File: src/rtl/imem_program_loader.sv
// imem_program_loader
//   Streams 32-bit instruction words from a valid/ready source into the
//   byte-wide write port of a little-endian instruction memory. Each word is
//   written as four byte writes at consecutive addresses, lowest byte first.
//   While a session is in progress, busy_o holds the core off.
//
// Ports
//   clk_i          rising-edge clock
//   reset_i        synchronous, active-high reset
//   start_i        one-cycle request to begin a load session
//   word_valid_i   word_data_i / word_last_i are valid
//   word_data_i    instruction word
//   word_last_i    final word of the program
//   word_ready_o   a word is accepted this cycle if word_valid_i is high
//   mem_we_o       byte write enable to the instruction memory
//   mem_addr_o     byte address of the write
//   mem_wdata_o    byte to write
//   busy_o         session in progress
//   done_o         session completed cleanly (level)
//   error_o        capacity overflow (level, held until the next start)
//   word_count_o   words fully written this session (saturating)
//   checksum_o     wrapping sum of written words (LOADER_CHECKSUM_EN only)
//
// Build option
//   LOADER_CHECKSUM_EN  adds checksum_o and its accumulator.
//
// state    | meaning
// ---------+------------------------------------------------------------
// S_IDLE   | waiting for start, nothing loaded yet
// S_ACCEPT | word_ready high, waiting for the next word
// S_WRITE  | emitting byte byte_idx of the captured word
// S_DONE   | last word written, waiting for start
// S_ERR    | a word would not fit, waiting for start

module imem_program_loader #(
  parameter int unsigned MEM_BYTES = 128,
  parameter int unsigned BASE_ADDR = 0
) (
  input  logic        clk_i,
  input  logic        reset_i,
  input  logic        start_i,
  input  logic        word_valid_i,
  input  logic [31:0] word_data_i,
  input  logic        word_last_i,
  output logic        word_ready_o,
  output logic        mem_we_o,
  output logic [63:0] mem_addr_o,
  output logic [7:0]  mem_wdata_o,
  output logic        busy_o,
  output logic        done_o,
  output logic        error_o,
  output logic [15:0] word_count_o
`ifdef LOADER_CHECKSUM_EN
  ,
  output logic [31:0] checksum_o
`endif
);

  typedef enum logic [2:0] {
    S_IDLE,
    S_ACCEPT,
    S_WRITE,
    S_DONE,
    S_ERR
  } state_t;

  localparam logic [63:0] MemBytes = 64'(MEM_BYTES);
  localparam logic [63:0] BaseAddr = 64'(BASE_ADDR);

  state_t      state_q, state_d;
  logic [63:0] ptr_q, ptr_d;
  logic [1:0]  byte_idx_q, byte_idx_d;
  logic [31:0] word_q, word_d;
  logic        last_q, last_d;
  logic [15:0] count_q, count_d;
`ifdef LOADER_CHECKSUM_EN
  logic [31:0] csum_q, csum_d;
`endif

  logic        word_fits;

  // A word fits only if all four of its bytes land below MEM_BYTES.
  assign word_fits = (ptr_q + 64'd4) <= MemBytes;

  always_ff @(posedge clk_i) begin
    if (reset_i) begin
      state_q    <= S_IDLE;
      ptr_q      <= '0;
      byte_idx_q <= '0;
      word_q     <= '0;
      last_q     <= 1'b0;
      count_q    <= '0;
`ifdef LOADER_CHECKSUM_EN
      csum_q     <= '0;
`endif
    end else begin
      state_q    <= state_d;
      ptr_q      <= ptr_d;
      byte_idx_q <= byte_idx_d;
      word_q     <= word_d;
      last_q     <= last_d;
      count_q    <= count_d;
`ifdef LOADER_CHECKSUM_EN
      csum_q     <= csum_d;
`endif
    end
  end

  always_comb begin
    state_d    = state_q;
    ptr_d      = ptr_q;
    byte_idx_d = byte_idx_q;
    word_d     = word_q;
    last_d     = last_q;
    count_d    = count_q;
`ifdef LOADER_CHECKSUM_EN
    csum_d     = csum_q;
`endif

    unique case (state_q)
      S_IDLE, S_DONE, S_ERR: begin
        if (start_i) begin
          state_d = S_ACCEPT;
          ptr_d   = BaseAddr;
          count_d = '0;
`ifdef LOADER_CHECKSUM_EN
          csum_d  = '0;
`endif
        end
      end
      S_ACCEPT: begin
        if (word_valid_i) begin
          if (word_fits) begin
            word_d     = word_data_i;
            last_d     = word_last_i;
            byte_idx_d = 2'd0;
            state_d    = S_WRITE;
          end else begin
            // The word is consumed by the handshake but never written.
            state_d = S_ERR;
          end
        end
      end
      S_WRITE: begin
        byte_idx_d = byte_idx_q + 2'd1;
        if (byte_idx_q == 2'd3) begin
          ptr_d   = ptr_q + 64'd4;
          count_d = (count_q == 16'hFFFF) ? count_q : count_q + 16'd1;
`ifdef LOADER_CHECKSUM_EN
          csum_d  = csum_q + word_q;
`endif
          state_d = last_q ? S_DONE : S_ACCEPT;
        end
      end
      default: state_d = S_IDLE;
    endcase
  end

  assign word_ready_o = (state_q == S_ACCEPT);
  assign busy_o       = (state_q == S_ACCEPT) || (state_q == S_WRITE);
  assign mem_we_o     = (state_q == S_WRITE);
  assign done_o       = (state_q == S_DONE);
  assign error_o      = (state_q == S_ERR);
  assign word_count_o = count_q;

  // Address and data are forced to zero outside WRITE so the memory port
  // sees a quiet bus whenever mem_we_o is low.
  assign mem_addr_o   = mem_we_o ? (ptr_q + {62'd0, byte_idx_q}) : '0;
  assign mem_wdata_o  = mem_we_o ? word_q[{byte_idx_q, 3'b000} +: 8] : '0;

`ifdef LOADER_CHECKSUM_EN
  assign checksum_o   = csum_q;
`endif

endmodule

File: config.mk
export PLATFORM = sky130hd
export DESIGN_NAME = imem_program_loader
export DESIGN_NICKNAME = d
export VERILOG_FILES = /design/src/rtl/imem_program_loader.sv
export SDC_FILE = /design/constraint.sdc
export NUM_CORES = 1
export LEC_CHECK = 0
export CAP_MARGIN = 20
export CELL_PAD_IN_SITES_DETAIL_PLACEMENT = 1
export CELL_PAD_IN_SITES_GLOBAL_PLACEMENT = 1
export CORE_UTILIZATION = 40
export CTS_CLUSTER_DIAMETER = 40
export DETAILED_ROUTE_END_ITERATION = 7
export GPL_TIMING_DRIVEN = 0
export PLACE_DENSITY = 0.81
export SLEW_MARGIN = 20
export SYNTH_ARGS = -nofsm -noshare
export SYNTH_HDL_FRONTEND = slang
export SYNTH_SLANG_ARGS = --single-unit
File: constraint.sdc
create_clock -name clk_i -period 3.75 [get_ports clk_i]
set_clock_uncertainty 0.05 [all_clocks]
set_input_delay 0.9375 -clock clk_i [delete_from_list [all_inputs] [get_ports clk_i]]
set_output_delay 0.9375 -clock clk_i [all_outputs]
set_load 0.05 [all_outputs]
; After elaboration in Yosys (flattened, before gate mapping)
; Cells that the tools add are included.
[totals]
out_inout_bits = 93
register_bits = 118
word_cells = 51
[op_classes]
shift = 1
add_sub_neg = 4
reduce_logical = 10
mux = 18
eq_ne = 11
n_lt_le_gt_ge = 1
[op_table]
columns = op, count
row1 = 2-to-1 mux 64 bit, 3
row2 = case mux 64 bit (2 select lines), 1
row3 = adder 64 x 2 -> 64 bit, 1
row4 = "adder 64 x 3 -> 64 bit, second input constant", 1
row5 = "<= comparator 64 x 8 -> 1 bit, second input constant", 1
row6 = 2-to-1 mux 16 bit, 3
row7 = case mux 16 bit (2 select lines), 1
row8 = variable part select 32 x 6 -> 8 bit, 1
row9 = "adder 16 x 1 -> 16 bit, second input constant", 1
row10 = "equality test 16 bit, second input constant", 1
row11 = 2-to-1 mux 3 bit, 4
row12 = AND reduction 3 bit, 4
row13 = case mux 3 bit (3 select lines), 1
row14 = 2-to-1 mux 8 bit, 1
row15 = "equality test 3 x 2 -> 1 bit, second input constant", 2
row16 = 2-to-1 mux 2 bit, 3
row17 = "inequality test 2 bit, second input constant", 3
row18 = "inequality test 2 x 1 -> 1 bit, second input constant", 2
row19 = case mux 2 bit (2 select lines), 1
row20 = AND reduction 4 bit, 1
row21 = nonzero test 2 bit, 2
row22 = "equality test 3 x 1 -> 1 bit, second input constant", 1
row23 = "equality test 3 bit, second input constant", 1
row24 = zero test 3 bit, 1
row25 = 4 further kinds, 4

; Logic depth before layout (Yosys ltp)
; Gate-level depths: netlist of run 1.
[logic_depth]
word_depth = 5
depth_mapped = 14
depth_no_buf = 10

; Least setup slack after synthesis of run 1
; Ideal clock, no wire load.
[synth_path]
path_kind = flip-flop to flip-flop
startpoint = reg ptr_q[2]
endpoint = reg word_q[22]
arrival_ps = 3195
t_required_ps = 3568
setup_ps = 132
synth_period_minus_slack_ps = 3377
path_slack_ps = 373
n_path_buf = 3
stages_incl_launch_ff = 14
path_cell_list = dfxtp_1 > ha_1 > nand2_1 > or4_4 > buf_6 > or4_1 > buf_2 > xor2_1 > nand3_1 > nor4_2 > nand4_2 > buf_2 > o21ai_1 > a21oi_1
[synth_via]
elab_chain_cells = 3
[synth_lines]
columns = element, line_no
row1 = "start, declared", 71  ; logic [63:0] ptr_q, ptr_d;
row2 = "start signal, assigned", 98  ; ptr_q <= ptr_d;
row3 = adder 64 x 3 -> 64 bit, 83  ; assign word_fits = (ptr_q + 64'd4) <= MemBytes;
row4 = <= comparator 64 x 8 -> 1 bit, 83
row5 = AND reduction 3 bit (no line), --
row6 = "end signal, assigned", 100  ; word_q <= word_d;
row7 = "end, declared", 73  ; logic [31:0] word_q, word_d;
; Every way passes these cells.
; A chain may end at the register's enable or synchronous reset.

; Worst setup path after layout of run 1
[layout_path]
startpoint = reg ptr_q[11]
endpoint = reg word_q[31]
; The elaborated chain is that of the path after synthesis.

==> results of run 1 <==
## flip-flops by register name, summed over array words and instances (netlist names)
name and cells:
word_q 32, word_count_o 16, ptr_q 62, last_q 1
state_q 3, byte_idx_q 2
## logic make-up after synthesis
kind of cell | share of synthesized area
buf+inv | 0.0728
mux | 0.0267
flops | 0.295
xor+xnor | 0.0512
fa+ha+maj | 0.00477
simple gates | 0.380
compound gates | 0.170
## placed cells by master (no fill, tap or decap), types with 5 or more instances in the layout
| master | count |
|---|---|
| dfxtp_1 | 107 |
| nor2_1 | 98 |
| a21oi_1 | 96 |
| nand2_1 | 92 |
| and3_1 | 78 |
| clkdlybuf4s50_1 | 59 |
| clkbuf_1 | 56 |
| o21ai_0 | 48 |
| nand4_1 | 44 |
| nand3_1 | 38 |
| dlygate4sd2_1 | 36 |
| dlymetal6s2s_1 | 33 |
| buf_4 | 32 |
| nor3_1 | 32 |
| nand3_2 | 31 |
| o21ai_1 | 26 |
| xor2_1 | 24 |
| xnor2_1 | 22 |
| clkbuf_16 | 18 |
| and4_1 | 16 |
| or3_1 | 15 |
| inv_1 | 14 |
| nor4_1 | 13 |
| clkbuf_2 | 12 |
| or4_1 | 12 |
| and2_1 | 10 |
| a31oi_1 | 9 |
| a311oi_1 | 9 |
| mux4_2 | 8 |
| buf_2 | 8 |
| a211oi_1 | 8 |
| nor4_4 | 8 |
| a22oi_1 | 7 |
| dfxtp_2 | 7 |
| nor4_2 | 6 |
| a21oi_2 | 5 |
| clkinvlp_4 | 5 |
## area by class of cell
| cell class | count | area (um^2) |
|---|---|---|
| antenna | 1 | 2.50 |
| buffer | 93 | 489 |
| clock buffer | 17 | 425 |
| clock inverter | 14 | 155 |
| fill | 2382 | 8420 |
| inverter | 14 | 52.6 |
| multi-input combinational | 820 | 5250 |
| sequential | 116 | 2340 |
| tap | 260 | 325 |
| timing repair buffer | 156 | 1560 |
## power breakdown
group / leakage (nW) / switching, W / internal (W)
combinational: 3.34 / 0.000193 / 0.0000916
clock: 0.268 / 0.000705 / 0.000981
sequential: 0.941 / 0.0000121 / 0.00125
## per-layer routing
metal | track usage | vias to the layer above | routed length [um]
met2 | 0.558 | 484 | 16300
met5 | 0 | - | 0
met4 | 0.149 | 0 | 1410
met1 | 0.473 | 4658 | 15600
li1 | - | 4198 | -
met3 | 0.0801 | 111 | 3030
## synthesized netlist by cell type (all sizes together), types with 9 or more instances
master,instances,area [um^2]
a31oi,9,56.3
o21ai,76,384
nand3,71,510
clkbuf,84,325
nor3,38,190
dfxtp,116,2320
inv,14,52.6
xor2,24,210
xnor2,22,193
nor4,27,196
nand2,93,349
and4,16,140
a21oi,101,521
a211oi,9,67.6
and2,10,62.6
buf,25,195
a311oi,9,78.8
nor2,98,368
or4,15,116
or3,17,113
nand4,47,322
and3,78,488
## through the flow
stage | hold slack, ns | area (um^2) | cells | util | setup WS [ns]
2_1_floorplan | 0.401 | 7880 | 1058 | - | 0.373
4_1_cts | 0.430 | 10200 | 1480 | 0.538 | 0.00325
5_1_grt | 0.455 | 10600 | 1491 | 0.557 | -0.0520
3_5_place_dp | 0.422 | 9480 | 1446 | 0.499 | -0.666
3_3_place_gp | 0.415 | 9480 | 1446 | 0.499 | -0.589
6_report | 0.432 | 10600 | 1491 | 0.557 | 0.0315
## worst max-delay path: stages (launching register included)
cell	delay, ns
dfxtp_1	0.31
buf_4	0.17
nand4_4	0.17
buf_4	0.19
or4_4	0.59
buf_4	0.17
nor4_2	0.45
xor2_1	0.15
a211oi_2	0.24
and4_1	0.35
and4_1	0.24
buf_6	0.17
buf_12	0.15
nand3_2	0.08
a21oi_1	0.15
## path summary, 6_finish.rpt
path                                        startpoint                      end  slack, ns  cells after the start
worst min register to register  word_q[8]$_SDFFE_PP0P_   word_q[8]$_SDFFE_PP0P_       0.43                      2
worst max register to register  ptr_q[11]$_SDFFE_PP0P_  word_q[31]$_SDFFE_PP0P_       0.03                     14
worst min-delay path            word_q[8]$_SDFFE_PP0P_   word_q[8]$_SDFFE_PP0P_       0.43                      2
worst max-delay path            ptr_q[11]$_SDFFE_PP0P_  word_q[31]$_SDFFE_PP0P_       0.03                     14
## what timing repair did
action / CTS / global route
endpoints found under the setup margin: 100 / 99
pin swaps: 9 / 16
setup buffers: 9 / 18
cloned: 0 / 2
resized for setup: 73 / 82
==> impl_results.md, run 1 <==
- Worst path arrival time: between 4 and 5 ns
- Reg clk slew, reported paths: 0.06 ns
- Syn avg cell area: 7.44 um^2
- Worst endpoint required time: 4.06 ns
- Die Wd: approximately 140 um
- Period minus WS final: 3.72 ns
- Mapped Nets: around 1100
- Drt wl/cell: 24.4 um
- Hpwl dp: around 25 mm
- Gp weighted congestion: about 1.0
- EDFF count, synth: 0
- Initial antenna violation count: 1
- Die H: 142 um
- Pwr Density: 305 nW/um^2
- GRT Overall Usage: 0.357
- Remaining global-route overflow: 0
- Vias: 9451
- Final Power: 0.00323 W
- Routed Antenna Nets: 0
- Global-route wire length before repair: 54.2 mm
- Largest buffer count on any clock path: 2
- Initial Util: 0.414
- Endpoints failing setup: 0
- Clock latency on the worst-skew pair: 0.44 ns
- TritonRoute pass-1 iters: 5
- Initial DRC count: 788
- Static leakage: roughly 4.5 nW
- Fin crit share: 0.992
- Area growth syn-to-layout: 34.6%
- Routed WL: about 36 mm
- Htree depth: 4
- #FFs+latches synth: ~120
- Die area: about 20000 um^2
- Worst-Margin Slew: 0.973 ns
- Final Hold Viols: 0
- Vias per cell: 6.34
- Hold_buf cts: 0
- Status: complete, no violations
- Port bufs: ~130
- Max Transition Viols Final: 0
- Final nets: 1258
- Clk sinks: 116
- Post-synth cell types: 65
- Share of layout cells above drive strength 1: 0.156
- Critical Path Source Type: flop
- DRC: 0
- Hold crit path type: reg2reg
- Core Region: about 19000 um^2
- CP Capture Type: flop
- Top FF cell, synth: dfxtp_1
- Row count: 50
- Asr flop ratio synth: 0
- Final TNS setup: 0 ns
- Top-level I/O count: between 100 and 150
- Peak supply drop: 0.311 mV
- CTS tree: built
- Rel. slew slack: 0.351
- Largest net degree at the start of global routing: 17
- Fmax: roughly 270 MHz
- Vias in the first global route: 9350
- Syn Inst Count: 1058
- Cell Area, Synth: between 7000 and 8000 um^2
- Crit Path Category: reg2reg
- Post-synthesis sequential area ratio: 0.295
- Max cap viols: 0
- Root buffer cell: clkbuf_16
- Ys Warns: 0
- Total CTS buffers: 17
- Crit-path max FO: 10
Power figures use the tool's default switching activity.
==> inputs of run 2 (changes only) <==
SKIP_CTS_REPAIR_TIMING = 1   (was not set)
==> impl_results.md, run 2 (same netlist as run 1, synthesis figures left out) <==
- Worst R2R Setup Slack: -0.12 ns (-0.15 ns)
- Initial DRC count: 921 (+17%)
- Commonest non-fill, non-tap cells in the layout: dfxtp_1, nor2_1, a21oi_1
- Reg2reg start: ptr_q[2]$_SDFFE_PP0P_
- Diodes inserted: 0 (-1)
- Crit-path max FO: 7 (-3)
- Die H: 142 um (unchanged)
- Max Transition Viols Final: 0 (unchanged)
- Clk sinks: 116 (unchanged)
- Gp weighted congestion: 1.02 (unchanged)
- Hold crit path type: reg2reg
- Final TNS setup: -0.690 ns (-0.690 ns)
- Crit Path Category: reg2reg
- Reg area: 2340 um^2 (unchanged)
- Root buffer cell: clkbuf_16
- Max cap viols: 0 (unchanged)
- Total CTS buffers: 17 (unchanged)
- Worst-Margin Slew: 0.950 ns (-0.0228 ns)
- Drt wl/cell: 24.4 um (about the same)
- Reg clk slew, reported paths: 0.06 ns (about the same)
- Htree depth: 4 (unchanged)
- CTS tree: built
- Worst endpoint required time: 3.99 ns (-0.07 ns)
- Largest buffer count on any clock path: 2 (unchanged)
- Die Wd: 142 um (unchanged)
- Static leakage: 5.07 nW (+11%)
- Pre-CTS WS: -0.666 ns (unchanged)
- Period minus WS final: 3.87 ns (+0.152 ns)
- Initial Util: 0.414 (unchanged)
- Fmax: 258 MHz (-3.9%)
- FF-to-FF End: word_q[6]$_SDFFE_PP0P_
- TritonRoute pass-1 iters: 5 (unchanged)
- Final Hold Viols: 0 (unchanged)
- Global-route wire length before repair: 53.2 mm (-1.9%)
- Remaining global-route overflow: 0 (unchanged)
- Row count: 50 (unchanged)
- Failing checks: setup timing
- Reg2reg path depth: 12 (-2)
- Top-level I/O count: 130 (unchanged)
- Worst path arrival time: 4.11 ns (+0.09 ns)
- Clock latency on the worst-skew pair: 0.44 ns (about the same)
- Share of layout cells above drive strength 1: 0.159 (+0.00274)
- Endpoints failing setup: 24 (+24)
- Hold EP: word_q[31]$_SDFFE_PP0P_
- Fin crit share: 1.03 (+0.0405)
- Status: finished, violations left
- GRT Overall Usage: 0.349 (-0.00802)
- Vias per cell: 6.34 (about the same)
- Routed Antenna Nets: 0 (unchanged)
- Pwr Density: 299 nW/um^2 (-1.9%)
- Critical Path Source Type: flop
- DRC: 0 (unchanged)
- Port bufs: 128 (unchanged)
- Core Region: 19000 um^2 (unchanged)
- Area growth syn-to-layout: 37.1%
- Routed WL: 36.4 mm (+0.23%)
- Commonest non-fill, non-tap cell in the layout: dfxtp_1
- Vias in the first global route: 9154 (-2.1%)
- Initial antenna violation count: 0 (-1)
- Max reg flops: 62 (unchanged)
- Final nets: 1262 (+0.32%)
- CP Capture Type: flop
- Hold Startpoint: word_q[31]$_SDFFE_PP0P_
- Die area: 20300 um^2 (unchanged)
- Fin area: 10800 um^2 (+1.9%)
- Min setup slack post-route: -0.120 ns (-0.152 ns)
- Final Core Density: 0.568 (+0.0105)
- Vias: 9472 (+0.22%)
- Hpwl dp: 24.6 mm (unchanged)
- Largest reg by FF count: ptr_q
- Worst hold path depth: 2 (unchanged)
- Peak supply drop: 0.311 mV (+0.21%)
- Largest net degree at the start of global routing: 17 (unchanged)
- DP Area: 9480 um^2 (unchanged)
- # fillers: 2373 (-0.38%)
- Multi-input gate area: 5250 um^2 (about the same)
- Rel. slew slack: 0.367 (+0.0152)
[run 2: changes by cell type in the layout (fill, tap and decap cells not counted), sizes merged]
cell | before | now
dlymetal6s2s | 33 | 69
diode | 1 | 0
clkbuf | 90 | 93
dlygate4sd2 | 36 | 0
buf | 48 | 49
[run 2: per-layer routing]
metal	track usage	part of all wire	wire, um	vias to the layer above
met4	0.140	0.037	1350	0
met3	0.0697	0.084	3070	100
met5	0	0	0	-
met2	0.539	0.46	16600	503
met1	0.474	0.42	15400	4658
li1	-	-	-	4211
[run 2: how the worst max path moves through the flow]
stage                                    endpoint                  start
after floorplan           word_q[22]$_SDFFE_PP0P_  ptr_q[2]$_SDFFE_PP0P_
after global placement    word_q[14]$_SDFFE_PP0P_  ptr_q[9]$_SDFFE_PP0P_
after detailed placement  word_q[13]$_SDFFE_PP0P_  ptr_q[2]$_SDFFE_PP0P_
after CTS                  word_q[9]$_SDFFE_PP0P_  ptr_q[2]$_SDFFE_PP0P_
after global routing       word_q[6]$_SDFFE_PP0P_  ptr_q[2]$_SDFFE_PP0P_
final                      word_q[6]$_SDFFE_PP0P_  ptr_q[2]$_SDFFE_PP0P_
[run 2: power by group]
group	leakage, nW	total, W	internal, W	switching [W]
clock network	0.268	0.00169	0.000981	0.000706
registers	0.940	0.00126	0.00125	0.0000121
logic	3.86	0.000285	0.0000920	0.000193
[run 2: area by class of cell]
| type | count | share of cell area |
|---|---|---|
| multi-input combinational | 820 | 0.486 |
| timing repair buffer | 159 | 0.163 |
| tap | 260 | 0.0301 |
| inverter | 14 | 0.00487 |
| clock buffer | 17 | 0.0394 |
| sequential | 116 | 0.217 |
| buffer | 94 | 0.0461 |
| clock inverter | 14 | 0.0144 |
[run 2: critical path, cell delays in order (launching register included)]
cell,delay [ns]
dfxtp_4,0.38
buf_4,0.13
nand3_2,0.22
or4_1,0.58
clkbuf_1,0.33
nor3_2,0.37
nand3_1,0.17
a211oi_1,0.34
and4_1,0.35
nand4_4,0.17
buf_4,0.21
o21ai_0,0.31
a21oi_2,0.12
[run 2: per-stage QoR]
| stage | hold slack [ns] | instances | total power (W) |
|---|---|---|---|
| 5_1_grt | 0.455 | 1494 | 0.00330 |
| 2_1_floorplan | 0.401 | 1058 | 0.00143 |
| 3_5_place_dp | 0.422 | 1446 | 0.00156 |
| 3_3_place_gp | 0.415 | 1446 | 0.00155 |
| 4_1_cts | 0.430 | 1477 | 0.00321 |
| 6_report | 0.432 | 1494 | 0.00323 |
